[config.mk]
export PLATFORM = sky130hd
export DESIGN_NAME = eth_rt_send_arbiter_flat
export DESIGN_NICKNAME = d
export VERILOG_FILES = /design/src/rtl/eth_rt_send_arbiter_pkg.sv /design/src/rtl/eth_rt_send_arbiter_if.sv /design/src/rtl/eth_rt_send_arbiter_rr_pick.sv /design/src/rtl/eth_rt_send_arbiter.sv /design/src/flat_wrapper.sv
export SDC_FILE = /design/constraint.sdc
export NUM_CORES = 1
export LEC_CHECK = 0
export BUFFER_PORTS_ARGS = -buffer_cell sky130_fd_sc_hd__buf_2
export CORE_MARGIN = 4
export CORE_UTILIZATION = 54
export CTS_CLUSTER_SIZE = 12
export DETAILED_ROUTE_END_ITERATION = 16
export PLACE_DENSITY_LB_ADDON = 0.25
export SETUP_SLACK_MARGIN = 0.4
export SYNTH_ARGS = -nofsm -noshare
export SYNTH_HDL_FRONTEND = slang
export SYNTH_SLANG_ARGS = --single-unit
[constraint.sdc]
create_clock -name clk -period 2.8 [get_ports clk]
set_input_delay 0.84 -clock clk [delete_from_list [all_inputs] [get_ports clk]]
set_output_delay 0.84 -clock clk [all_outputs]
set_load 0.02 [all_outputs]
[src/rtl/eth_rt_send_arbiter_pkg.sv]
// Shared constants for the real-time Ethernet send arbiter: FSM encoding,
// debug register tag and signature, and a saturating counter helper.
package eth_rt_send_arbiter_pkg;

   typedef enum logic [1:0] {
      ST_IDLE   = 2'd0,
      ST_START  = 2'd1,
      ST_ACTIVE = 2'd2,
      ST_GAP    = 2'd3
   } arb_state_t;

   localparam logic [3:0]  DBG_TAG       = 4'hb;
   localparam logic [31:0] DBG_SIGNATURE = 32'h4152_4244;  // "ARBD"

   function automatic logic [15:0] sat_inc16(input logic [15:0] value);
      return (value == 16'hFFFF) ? value : value + 16'd1;
   endfunction

endpackage

[src/rtl/eth_rt_send_arbiter_if.sv]
// Request/grant bundle between the send sources, the arbiter and the Tx engine.
// The slave side is the arbiter; the master side is the requesters plus engine.
interface eth_rt_send_arbiter_if #(
   parameter int NUM_REQ = 3
);
   logic [NUM_REQ-1:0] req;
   logic [NUM_REQ-1:0] gnt;
   logic               tx_start;
   logic [1:0]         tx_src;
   logic               tx_active;

   modport master (
      output req,
      output tx_active,
      input  gnt,
      input  tx_start,
      input  tx_src
   );

   modport slave (
      input  req,
      input  tx_active,
      output gnt,
      output tx_start,
      output tx_src
   );
endinterface

[src/rtl/eth_rt_send_arbiter_rr_pick.sv]
// Combinational round-robin picker: first set request bit searching upward
// (with wrap) from the slot after the last winner.
module eth_rt_send_arbiter_rr_pick #(
   parameter int NUM_REQ = 3
) (
   input  logic [NUM_REQ-1:0] req,
   input  logic [1:0]         last,
   output logic               valid,
   output logic [1:0]         winner
);

   logic [1:0] cand;

   // Walk from the farthest slot back to the nearest so the nearest match is written last.
   always_comb begin
      valid  = 1'b0;
      winner = 2'd0;
      cand   = 2'd0;
      for (int k = NUM_REQ; k >= 1; k--) begin
         cand = 2'((int'(last) + k) % NUM_REQ);
         if (req[cand]) begin
            valid  = 1'b1;
            winner = cand;
         end
      end
   end

endmodule

[src/rtl/eth_rt_send_arbiter.sv]
// Real-time Ethernet transmit arbiter: class priority plus round-robin grant,
// interpacket gap enforcement, start/frame watchdogs and debug registers.
module eth_rt_send_arbiter
   import eth_rt_send_arbiter_pkg::*;
#(
   parameter int         NUM_REQ          = 3,
   parameter logic [3:0] HI_PRI_MASK      = 4'b0010,
   parameter int         IPG_CYCLES       = 12,
   parameter int         START_TIMEOUT    = 8,
   parameter int         MAX_FRAME_CYCLES = 1600
) (
   input  logic                 clk,
   input  logic                 reset,
   eth_rt_send_arbiter_if.slave bus,
   input  logic                 clearErrors,
   output logic                 arb_error,
   input  logic [15:0]          reg_raddr,
   output logic [31:0]          reg_rdata
);

   localparam logic [NUM_REQ-1:0] HI_MASK = HI_PRI_MASK[NUM_REQ-1:0];
   localparam logic [15:0] START_LAST = 16'(START_TIMEOUT - 1);
   localparam logic [15:0] FRAME_LAST = 16'(MAX_FRAME_CYCLES - 1);
   localparam logic [15:0] GAP_LOAD   = 16'(IPG_CYCLES - 1);

   arb_state_t         state;
   logic [NUM_REQ-1:0] gnt_reg;
   logic               tx_start_reg;
   logic [1:0]         tx_src_reg;
   logic [1:0]         rr_last;
   logic [7:0]         grant_cnt [NUM_REQ];
   logic [15:0]        frame_cnt;
   logic [15:0]        start_cnt;
   logic [15:0]        gap_cnt;
   logic [15:0]        start_err_cnt;
   logic [15:0]        frame_err_cnt;
   logic               start_err;
   logic               frame_err;

   logic               hi_valid;
   logic [1:0]         hi_winner;
   logic               all_valid;
   logic [1:0]         all_winner;
   logic [1:0]         winner;

   eth_rt_send_arbiter_rr_pick #(.NUM_REQ(NUM_REQ)) u_pick_hi (
      .req    (bus.req & HI_MASK),
      .last   (rr_last),
      .valid  (hi_valid),
      .winner (hi_winner)
   );

   eth_rt_send_arbiter_rr_pick #(.NUM_REQ(NUM_REQ)) u_pick_all (
      .req    (bus.req),
      .last   (rr_last),
      .valid  (all_valid),
      .winner (all_winner)
   );

   // High class only shadows the full picker when one of its members is asking.
   assign winner = hi_valid ? hi_winner : all_winner;

   always_ff @(posedge clk or negedge reset) begin
      if (!reset) begin
         state         <= ST_IDLE;
         gnt_reg       <= '0;
         tx_start_reg  <= 1'b0;
         tx_src_reg    <= 2'd0;
         rr_last       <= 2'(NUM_REQ - 1);
         frame_cnt     <= '0;
         start_cnt     <= '0;
         gap_cnt       <= '0;
         start_err_cnt <= '0;
         frame_err_cnt <= '0;
         start_err     <= 1'b0;
         frame_err     <= 1'b0;
         for (int i = 0; i < NUM_REQ; i++) begin
            grant_cnt[i] <= '0;
         end
      end else begin
         // Clear is written first so an error set later in this block overrides it.
         if (clearErrors) begin
            start_err <= 1'b0;
            frame_err <= 1'b0;
         end

         case (state)
            ST_IDLE: begin
               if (all_valid && !bus.tx_active) begin
                  gnt_reg           <= NUM_REQ'(1) << winner;
                  tx_src_reg        <= winner;
                  tx_start_reg      <= 1'b1;
                  rr_last           <= winner;
                  grant_cnt[winner] <= grant_cnt[winner] + 8'd1;
                  start_cnt         <= '0;
                  state             <= ST_START;
               end
            end

            ST_START: begin
               if (start_cnt == START_LAST) begin
                  start_err     <= 1'b1;
                  start_err_cnt <= sat_inc16(start_err_cnt);
                  gnt_reg       <= '0;
                  tx_start_reg  <= 1'b0;
                  gap_cnt       <= GAP_LOAD;
                  state         <= ST_GAP;
               end else if (bus.tx_active) begin
                  tx_start_reg <= 1'b0;
                  frame_cnt    <= '0;
                  state        <= ST_ACTIVE;
               end else begin
                  start_cnt <= start_cnt + 16'd1;
               end
            end

            ST_ACTIVE: begin
               if (!bus.tx_active) begin
                  gnt_reg <= '0;
                  gap_cnt <= GAP_LOAD;
                  state   <= ST_GAP;
               end else if (frame_cnt == FRAME_LAST) begin
                  // Engine keeps running; GAP holds until it finally goes idle.
                  frame_err     <= 1'b1;
                  frame_err_cnt <= sat_inc16(frame_err_cnt);
                  gnt_reg       <= '0;
                  gap_cnt       <= GAP_LOAD;
                  state         <= ST_GAP;
               end else begin
                  frame_cnt <= sat_inc16(frame_cnt);
               end
            end

            ST_GAP: begin
               if (!bus.tx_active) begin
                  if (gap_cnt == '0) begin
                     state <= ST_IDLE;
                  end else begin
                     gap_cnt <= gap_cnt - 16'd1;
                  end
               end
            end

            default: state <= ST_IDLE;
         endcase
      end
   end

   assign bus.gnt      = gnt_reg;
   assign bus.tx_start = tx_start_reg;
   assign bus.tx_src   = tx_src_reg;
   assign arb_error    = start_err | frame_err;

   logic [31:0] word1;
   logic [31:0] word2;
   logic [31:0] word3;

   assign word1 = {state, tx_src_reg, 2'b00, start_err, frame_err, 8'(gnt_reg), frame_cnt};
   assign word3 = {start_err_cnt, frame_err_cnt};

   for (genvar gi = 0; gi < 4; gi++) begin : g_word2
      if (gi < NUM_REQ) begin : g_used
         assign word2[gi*8 +: 8] = grant_cnt[gi];
      end else begin : g_unused
         assign word2[gi*8 +: 8] = 8'd0;
      end
   end

   always_comb begin
      reg_rdata = '0;
      if (reg_raddr[7:4] == DBG_TAG) begin
         case (reg_raddr[1:0])
            2'd0:    reg_rdata = DBG_SIGNATURE;
            2'd1:    reg_rdata = word1;
            2'd2:    reg_rdata = word2;
            default: reg_rdata = word3;
         endcase
      end
   end

   logic unused_addr;
   assign unused_addr = ^{reg_raddr[15:8], reg_raddr[3:2]};

endmodule

[src/flat_wrapper.sv]
// flat-port wrapper written by rule: the top's interface ports become plain ports
module eth_rt_send_arbiter_flat import eth_rt_send_arbiter_pkg::*;
#(
   parameter int         NUM_REQ          = 3,
   parameter logic [3:0] HI_PRI_MASK      = 4'b0010,
   parameter int         IPG_CYCLES       = 12,
   parameter int         START_TIMEOUT    = 8,
   parameter int         MAX_FRAME_CYCLES = 1600
)
  (clk, reset, clearErrors, arb_error, reg_raddr, reg_rdata, bus_req, bus_tx_active, bus_gnt, bus_tx_start, bus_tx_src);
  eth_rt_send_arbiter_if #(.NUM_REQ(NUM_REQ)) bus_i ();
  input  logic clk;
  input  logic reset;
  input  logic clearErrors;
  output logic arb_error;
  input  logic [15:0] reg_raddr;
  output logic [31:0] reg_rdata;
  input wire logic [$bits(bus_i.req)-1:0] bus_req;
  input wire logic [$bits(bus_i.tx_active)-1:0] bus_tx_active;
  output wire logic [$bits(bus_i.gnt)-1:0] bus_gnt;
  output wire logic [$bits(bus_i.tx_start)-1:0] bus_tx_start;
  output wire logic [$bits(bus_i.tx_src)-1:0] bus_tx_src;
  assign bus_i.req = bus_req;
  assign bus_i.tx_active = bus_tx_active;
  assign bus_gnt = bus_i.gnt;
  assign bus_tx_start = bus_i.tx_start;
  assign bus_tx_src = bus_i.tx_src;
  eth_rt_send_arbiter #(.NUM_REQ(NUM_REQ), .HI_PRI_MASK(HI_PRI_MASK), .IPG_CYCLES(IPG_CYCLES), .START_TIMEOUT(START_TIMEOUT), .MAX_FRAME_CYCLES(MAX_FRAME_CYCLES)) u_core (.clk(clk), .reset(reset), .bus(bus_i), .clearErrors(clearErrors), .arb_error(arb_error), .reg_raddr(reg_raddr), .reg_rdata(reg_rdata));
endmodule
-- Word level (Yosys, flattened, before mapping)
Cells that the tools add are included.
Widths: inputs -> output; s select.
- bitwise logic cells: 4
- div/mod/pow operators: 3
- $add $sub $neg: 9
- shift operators: 1
- mux-type cells: 73
- equal/unequal tests: 24
- $lt $le $gt $ge: 5
- reductions and logical operators: 19
- operator list (operator ; count):
    $mux 16 ; 13
    $mod 32x3->32 const B ; 3
    $pmux 32 s3 ; 1
    $add 16x1->16 const B ; 4
    $pmux 16 s2 ; 2
    $eq 16x16->1 const B ; 3
    $pmux 16 s3 ; 1
    $mux 32 ; 1
    $mux 2 ; 14
    $bwmux 24 ; 1
    $mux 8 ; 3
    $mux 1 ; 22
    $bmux 8 s2 ; 1
    $demux 8 s2 ; 1
    $eq 16x11->1 const B ; 1
    $eq 16x3->1 const B ; 1
    $logic_not 16->1 ; 1
    $ne 2x2->1 const B ; 8
    $sub 16x1->16 const B ; 1
    $bmux 1 s2 ; 6
    $mux 3 ; 4
    $reduce_and 4->1 ; 3
    $reduce_and 5->1 ; 2
    $lt 2x3->1 const B ; 3
    other kinds (25) ; 38
- register bits after elaboration: 116

-- Longest topological paths before layout
- depth in word-level cells: 14
- mapped depth: 14
- mapped depth without buffers: 12

-- Cells and area by module
From an unflattened synthesis, not the netlist that was laid out.
- cells, all modules: 811
- area, all modules: 7294.5 um^2
- by module, submodules not included (module ; cells an instance ; area an instance (um^2) ; seq. area each (um^2) ; instances):
    eth_rt_send_arbiter ; 739 ; 6804.0 ; 2879.0 ; 1
    eth_rt_send_arbiter_rr_pick ; 36 ; 245.2 ; 0.0 ; 2

-- Worst setup path after synthesis
Ideal clock, no wire load.
- path kind: input to output
- start point: input reg_raddr[0]
- end point: output reg_rdata[25]
- setup slack: -0.302 ns
- buffers on the path: 3
- data arrival time: 2.262 ns
- stages on the path: 5
- path through: clkbuf_1 -> clkbuf_1 -> clkbuf_1 -> nand2_1 -> nor2_1
- word-level cells in the longest chain between the ends: 3
- elaborated cells between the ends (all ways): 5
- RTL lines (item ; line ; text):
    start, declared ; flat_wrapper.sv:16 ; input logic [15:0] reg_raddr;
    $eq 2x2->1 (tied with other cells) ; eth_rt_send_arbiter.sv:172 ; case (reg_raddr[1:0])
    $pmux 32 s3 (*) ; eth_rt_send_arbiter.sv:172 ;
    $mux 32 (*) ; eth_rt_send_arbiter.sv:171 ; if (reg_raddr[7:4] == DBG_TAG) begin
    end, declared ; flat_wrapper.sv:17 ; output logic [31:0] reg_rdata;
Mark *: on every way between the ends. The rest lies on a longest branch, timed or not.

-- Final worst setup path
- start point: register u_core.rr_last[1]
- end point: register u_core.grant_cnt[10] (netlist name)
- word-level cells in the longest chain between the ends: 14
- elaborated cells between the ends (all ways): 44
- RTL lines (item ; line ; text):
    start, declared ; eth_rt_send_arbiter.sv:30 ; logic [1:0] rr_last;
    start signal, assigned ; eth_rt_send_arbiter.sv:69 ; rr_last <= 2'(NUM_REQ - 1);
    start signal, assigned ; eth_rt_send_arbiter.sv:93 ; rr_last <= winner;
    $add 2x2->3 ; eth_rt_send_arbiter_rr_pick.sv:20 ; cand = 2'((int'(last) + k) % NUM_REQ);
    $mod 32x3->32 ; eth_rt_send_arbiter_rr_pick.sv:20 ;
    $bmux 1 s2 ; eth_rt_send_arbiter_rr_pick.sv:21 ; if (req[cand]) begin
    $mux 1 (implied by the code) ; eth_rt_send_arbiter_rr_pick.sv:21 ;
    $mux 2 or $mux 1 (tied branches) (3 in series) ; eth_rt_send_arbiter_rr_pick.sv:21 ;
    $mux 2 ; eth_rt_send_arbiter.sv:61 ; assign winner = hi_valid ? hi_winner : all_winner;
    $not 2->3 (implied by the code) ; eth_rt_send_arbiter.sv:94 ; grant_cnt[winner] <= grant_cnt[winner] + 8'd1;
    $bmux 8 s2 (tied with other cells) ; eth_rt_send_arbiter.sv:94 ;
    $mux 8 (implied by the code) or $logic_and 1x1->1 (tied branches) ; eth_rt_send_arbiter.sv:94 ;
    $mux 8 (implied by the code) ; eth_rt_send_arbiter.sv:94 ;
    $add 8x1->8 or $demux 8 s2 (tied branches) ; eth_rt_send_arbiter.sv:94 ;
    $bwmux 24 ; eth_rt_send_arbiter.sv:94 ;
    end signal, assigned by index ; eth_rt_send_arbiter.sv:94 ;
    end, declared ; eth_rt_send_arbiter.sv:31 ; logic [7:0] grant_cnt [NUM_REQ];
Parallel ways exist; a longest one is shown, timed or not. The select of a mux whose other input is x is not followed.
A chain may end at the register's enable or synchronous reset.

==> summary.log <==
qor: clock_network.htree_levels 4
qor: global_routing.overall_track_demand_over_capacity_in_global_routing 31.8%
qor: cells_and_area.flip_flop_count_of_the_largest_register_after_layout 24
qor: pwr.clock_power_share 25.1%
qor: sta.maximum_achievable_frequency 0.359 GHz
qor: synthesis.netlist_area 6840 µm²
qor: synthesis.ys_ff_latch 115
qor: setup_path.critPathCapture u_core.grant_cnt[10]
qor: setup_path.reg2reg_depth 8
qor: cells_and_area.layout-drive-gt1-share 46.2%
qor: pwr.pwr-share-seq 26.4%
qor: cells_and_area.finish.net_count 914
qor: synthesis.synth.yosys.seq_area_share 42.1%
qor: synthesis.synthesis.nets 779
qor: placement.port-buffer-count 51
qor: sta.final.setup_skew 10.4 ps
qor: synthesis.syn-mean-instance-area 9.22 µm²
qor: clock_network.clk_transition_reported_paths 60 ps
qor: cells_and_area.final-instance-count-excl-fill 1055
qor: sta.layout_min_cycle_time 2790 ps
qor: setup_path.timing.critical_path.from u_core.rr_last[1]
qor: global_routing.first_pass_grt_wire_length 36100 µm
qor: setup_path.required 3150 ps
qor: synthesis.synth_edf_count 0
qor: global_routing.grt_pass1_vias 6914
qor: setup_path.worstSetupEndpointType register
qor: placement.post-place-cells 968
qor: setup_path.start_kind register
qor: synthesis.synth_top_area_share 41.7%
qor: placement.dp_hpwl 13300 µm
qor: global_routing.number_of_antenna_violations_at_the_first_check_in_global_routing 0
qor: placement.gpl.final_weighted_congestion 0.914
qor: die.floorplan.initialDensity 56.0%
qor: route.vias_per_cell 6.76
qor: sta.min_period_over_period 99.5%
qor: flow_run.cap_viol_max_count 0
qor: pwr.share_comb_of_total_power 48.5%
qor: clock_network.tritoncts_num_sinks 115
qor: sta.report.final.setup_viol 0
qor: outcome.outcome finished, final reports clean
qor: die.rows 40
qor: clock_network.clock_tree.root_cell sky130_fd_sc_hd__clkbuf_16
qor: sta.actual_slew_at_the_worst_max_slew_pin 708 ps
qor: synthesis.post_synth_inst_count 742
qor: global_routing.grt_overflow 0
qor: route.first_pass_detailed_route_iteration_total 6
qor: pwr.internal-power 0.00482 W
qor: synthesis.synth.distinct_cells 71
qor: die.vertical_die_dimension 121 µm
qor: synthesis.synth.area.top_cells sky130_fd_sc_hd__dfrtp_1 42%, sky130_fd_sc_hd__mux2_2 6.3%, sky130_fd_sc_hd__nor2_1 4.4%
qor: die.core-area 12200 µm²
qor: cells_and_area.area_delta_synth_final 49.7%
qor: clock_network.clock_path_buffers 2
qor: setup_path.critPathMaxFanout 8
qor: setup_path.critical_path.reg2reg.startpoint u_core.rr_last[1]
qor: route.drt-initial-drc-count 851
qor: die.io_pins 62
qor: synthesis.synth.largest_area_cell sky130_fd_sc_hd__dfrtp_1
qor: route.detail_route.drc_violations 0
qor: setup_path.reg2reg_setup_slack 10 ps
qor: clock_network.numCtsBuffers 17
qor: setup_path.reg2reg_to u_core.grant_cnt[10]
qor: pwr.power.density 782 nW/µm²
qor: route.vias 7136
qor: route.routed_wire_length_per_instance 24.4 µm
qor: clock_network.clock_latency 430 ps
qor: cells_and_area.top_register u_core.grant_cnt
qor: sta.setup_repair_after_global_routing_missed_its_margin yes
qor: cells_and_area.layout.core_utilization 83.9%
qor: route.drt_wl_total 25700 µm
qor: die.die_width 121 µm
qor: setup_path.setup.worst_path.class reg2reg
qor: route.drtAntennaViolNets 0
qor: min_path.hold_path_class in2async
qor: synthesis.ys_warn_count 0
qor: synthesis.yosys_most_used_dff sky130_fd_sc_hd__dfrtp_1
qor: synthesis.synth_common_cells 114 x sky130_fd_sc_hd__dfrtp_1, 81 x sky130_fd_sc_hd__nor2_1, 67 x sky130_fd_sc_hd__nand2_1, 46 x sky130_fd_sc_hd__nand3_1, 38 x sky130_fd_sc_hd__mux2_2
qor: sta.worst_slew_margin_rel 51.4%
qor: pwr.total_power_draw 0.00801 W
qor: synthesis.yosysMostFrequentCell sky130_fd_sc_hd__dfrtp_1
qor: pwr.switching_share 39.8%
qor: cells_and_area.antennaDiodeCount 0
qor: pwr.power.leakage 4.33 nW
qor: global_routing.grt_max_degree 63
qor: pwr.power.ir.vdd_worst 914 µV
qor: synthesis.ys_async_sr_fraction 100%
qor: pwr.total_switching_power 0.00319 W
qor: clock_network.cts_tree yes
qor: sta.final-hold-violation-count 0
qor: setup_path.critical_path_arrival 3140 ps
qor: cells_and_area.final.fill_count 578
qor: sta.maxSlewViolCount 0
qor: die.design.die.area 14500 µm²
layout make-up:
class | count | area, µm² | area share [%]
Clock inverter | 5 | 55.1 | 0.538
Timing Repair Buffer | 149 | 1500 | 14.7
Sequential cell | 115 | 2890 | 28.2
Multi-Input combinational cell | 569 | 5010 | 48.9
Inverter | 25 | 109 | 1.06
Clock buffer | 24 | 472 | 4.61
Tap cell | 168 | 210 | 2.05
worst min-delay path by stage:
stage	endpoint	slack (ps)	cells past startpoint
3_3_place_gp	u_core.frame_err_cnt[12]	470	1
3_5_place_dp	u_core.start_err_cnt[15]	500	1
6_report	u_core.gap_cnt[1]	380	1
2_1_floorplan	u_core.frame_err_cnt[12]	450	1
5_1_grt	u_core.gap_cnt[1]	410	1
4_1_cts	u_core.start_err	390	1
cell families (layout without fill, tap and decap cells):
| family | count (synthesis) | count (layout) | share of synthesized area (%) |
|---|---|---|---|
| AOI/OAI and AO/OA | 157 | 157 | 15.4 |
| xor gates and xnor gates | 46 | 46 | 5.89 |
| adders and majority gates | 14 | 14 | 2.56 |
| buffers and inverters | 59 | 203 | 3.44 |
| DFF | 115 | 115 | 42.1 |
| muxes | 59 | 59 | 9.33 |
| and+or+nand+nor | 292 | 293 | 21.3 |
power by group through the flow:
| stage | Combinational [W] | Clock [W] | Sequential, W |
|---|---|---|---|
| 4_1_cts | 0.00323 | 0.00199 | 0.00207 |
| 5_1_grt | 0.00408 | 0.00210 | 0.00213 |
| 6_report | 0.00389 | 0.00201 | 0.00211 |
| 3_3_place_gp | 0.00249 | 0 | 0.00208 |
| 3_5_place_dp | 0.00258 | 0 | 0.00209 |
| 2_1_floorplan | 0.00192 | 0 | 0.00205 |
through the flow:
| step | area [µm²] | setup WS [ps] | TNS, ps | hold WS (ps) |
|---|---|---|---|---|
| 2_1_floorplan | 7370 | 114 | 0 | 454 |
| 3_3_place_gp | 7950 | -114 | -1800 | 474 |
| 3_5_place_dp | 7950 | -211 | -3700 | 498 |
| 4_1_cts | 9560 | 95.7 | 0 | 389 |
| 5_1_grt | 10200 | -57.3 | -139 | 408 |
| 6_report | 10200 | 15.0 | 0 | 383 |
routing by layer:
layer	vias to the layer above	track usage, %	part of all wire (%)
met4	0	18.9	8.1
met2	456	53.7	49
li1	2984	-	-
met3	190	7.72	7.7
met1	3506	36.5	35
met5	-	0	0
critical path: stages (launching register included):
cell and delay, ps:
sky130_fd_sc_hd__dfstp_2 610, sky130_fd_sc_hd__ha_4 260, sky130_fd_sc_hd__nor2b_4 150, sky130_fd_sc_hd__o31ai_4 280, sky130_fd_sc_hd__mux2_4 340, sky130_fd_sc_hd__mux2_4 300
sky130_fd_sc_hd__ha_4 190, sky130_fd_sc_hd__xnor2_1 330, sky130_fd_sc_hd__mux2_2 250
repair_timing:
| item | CTS | global route |
|---|---|---|
| cloned | 5 | 0 |
| pin swaps | 37 | 56 |
| resized for setup | 191 | 122 |
| setup endpoints to repair | 101 | 108 |
| hold buffers | 0 | 0 |
| buffers inserted | 32 | 21 |
layout by cell type (no fill, tap or decap), types with 18 or more instances in the layout:
cell	netlist	final
sky130_fd_sc_hd__buf_4	1	56
sky130_fd_sc_hd__buf_6	1	58
sky130_fd_sc_hd__clkbuf_16	0	18
sky130_fd_sc_hd__nor2_4	0	25
sky130_fd_sc_hd__buf_2	2	18
sky130_fd_sc_hd__dfrtp_1	114	108
sky130_fd_sc_hd__nand3_1	46	40
sky130_fd_sc_hd__inv_1	25	21
sky130_fd_sc_hd__xnor2_1	20	18
sky130_fd_sc_hd__xor2_1	26	26
sky130_fd_sc_hd__o21ai_0	33	19
sky130_fd_sc_hd__nand2_1	67	58
sky130_fd_sc_hd__mux2_4	0	24
sky130_fd_sc_hd__nor2_1	81	48
sky130_fd_sc_hd__o31ai_1	23	18
Note: power is estimated with default switching activity, not from simulation.
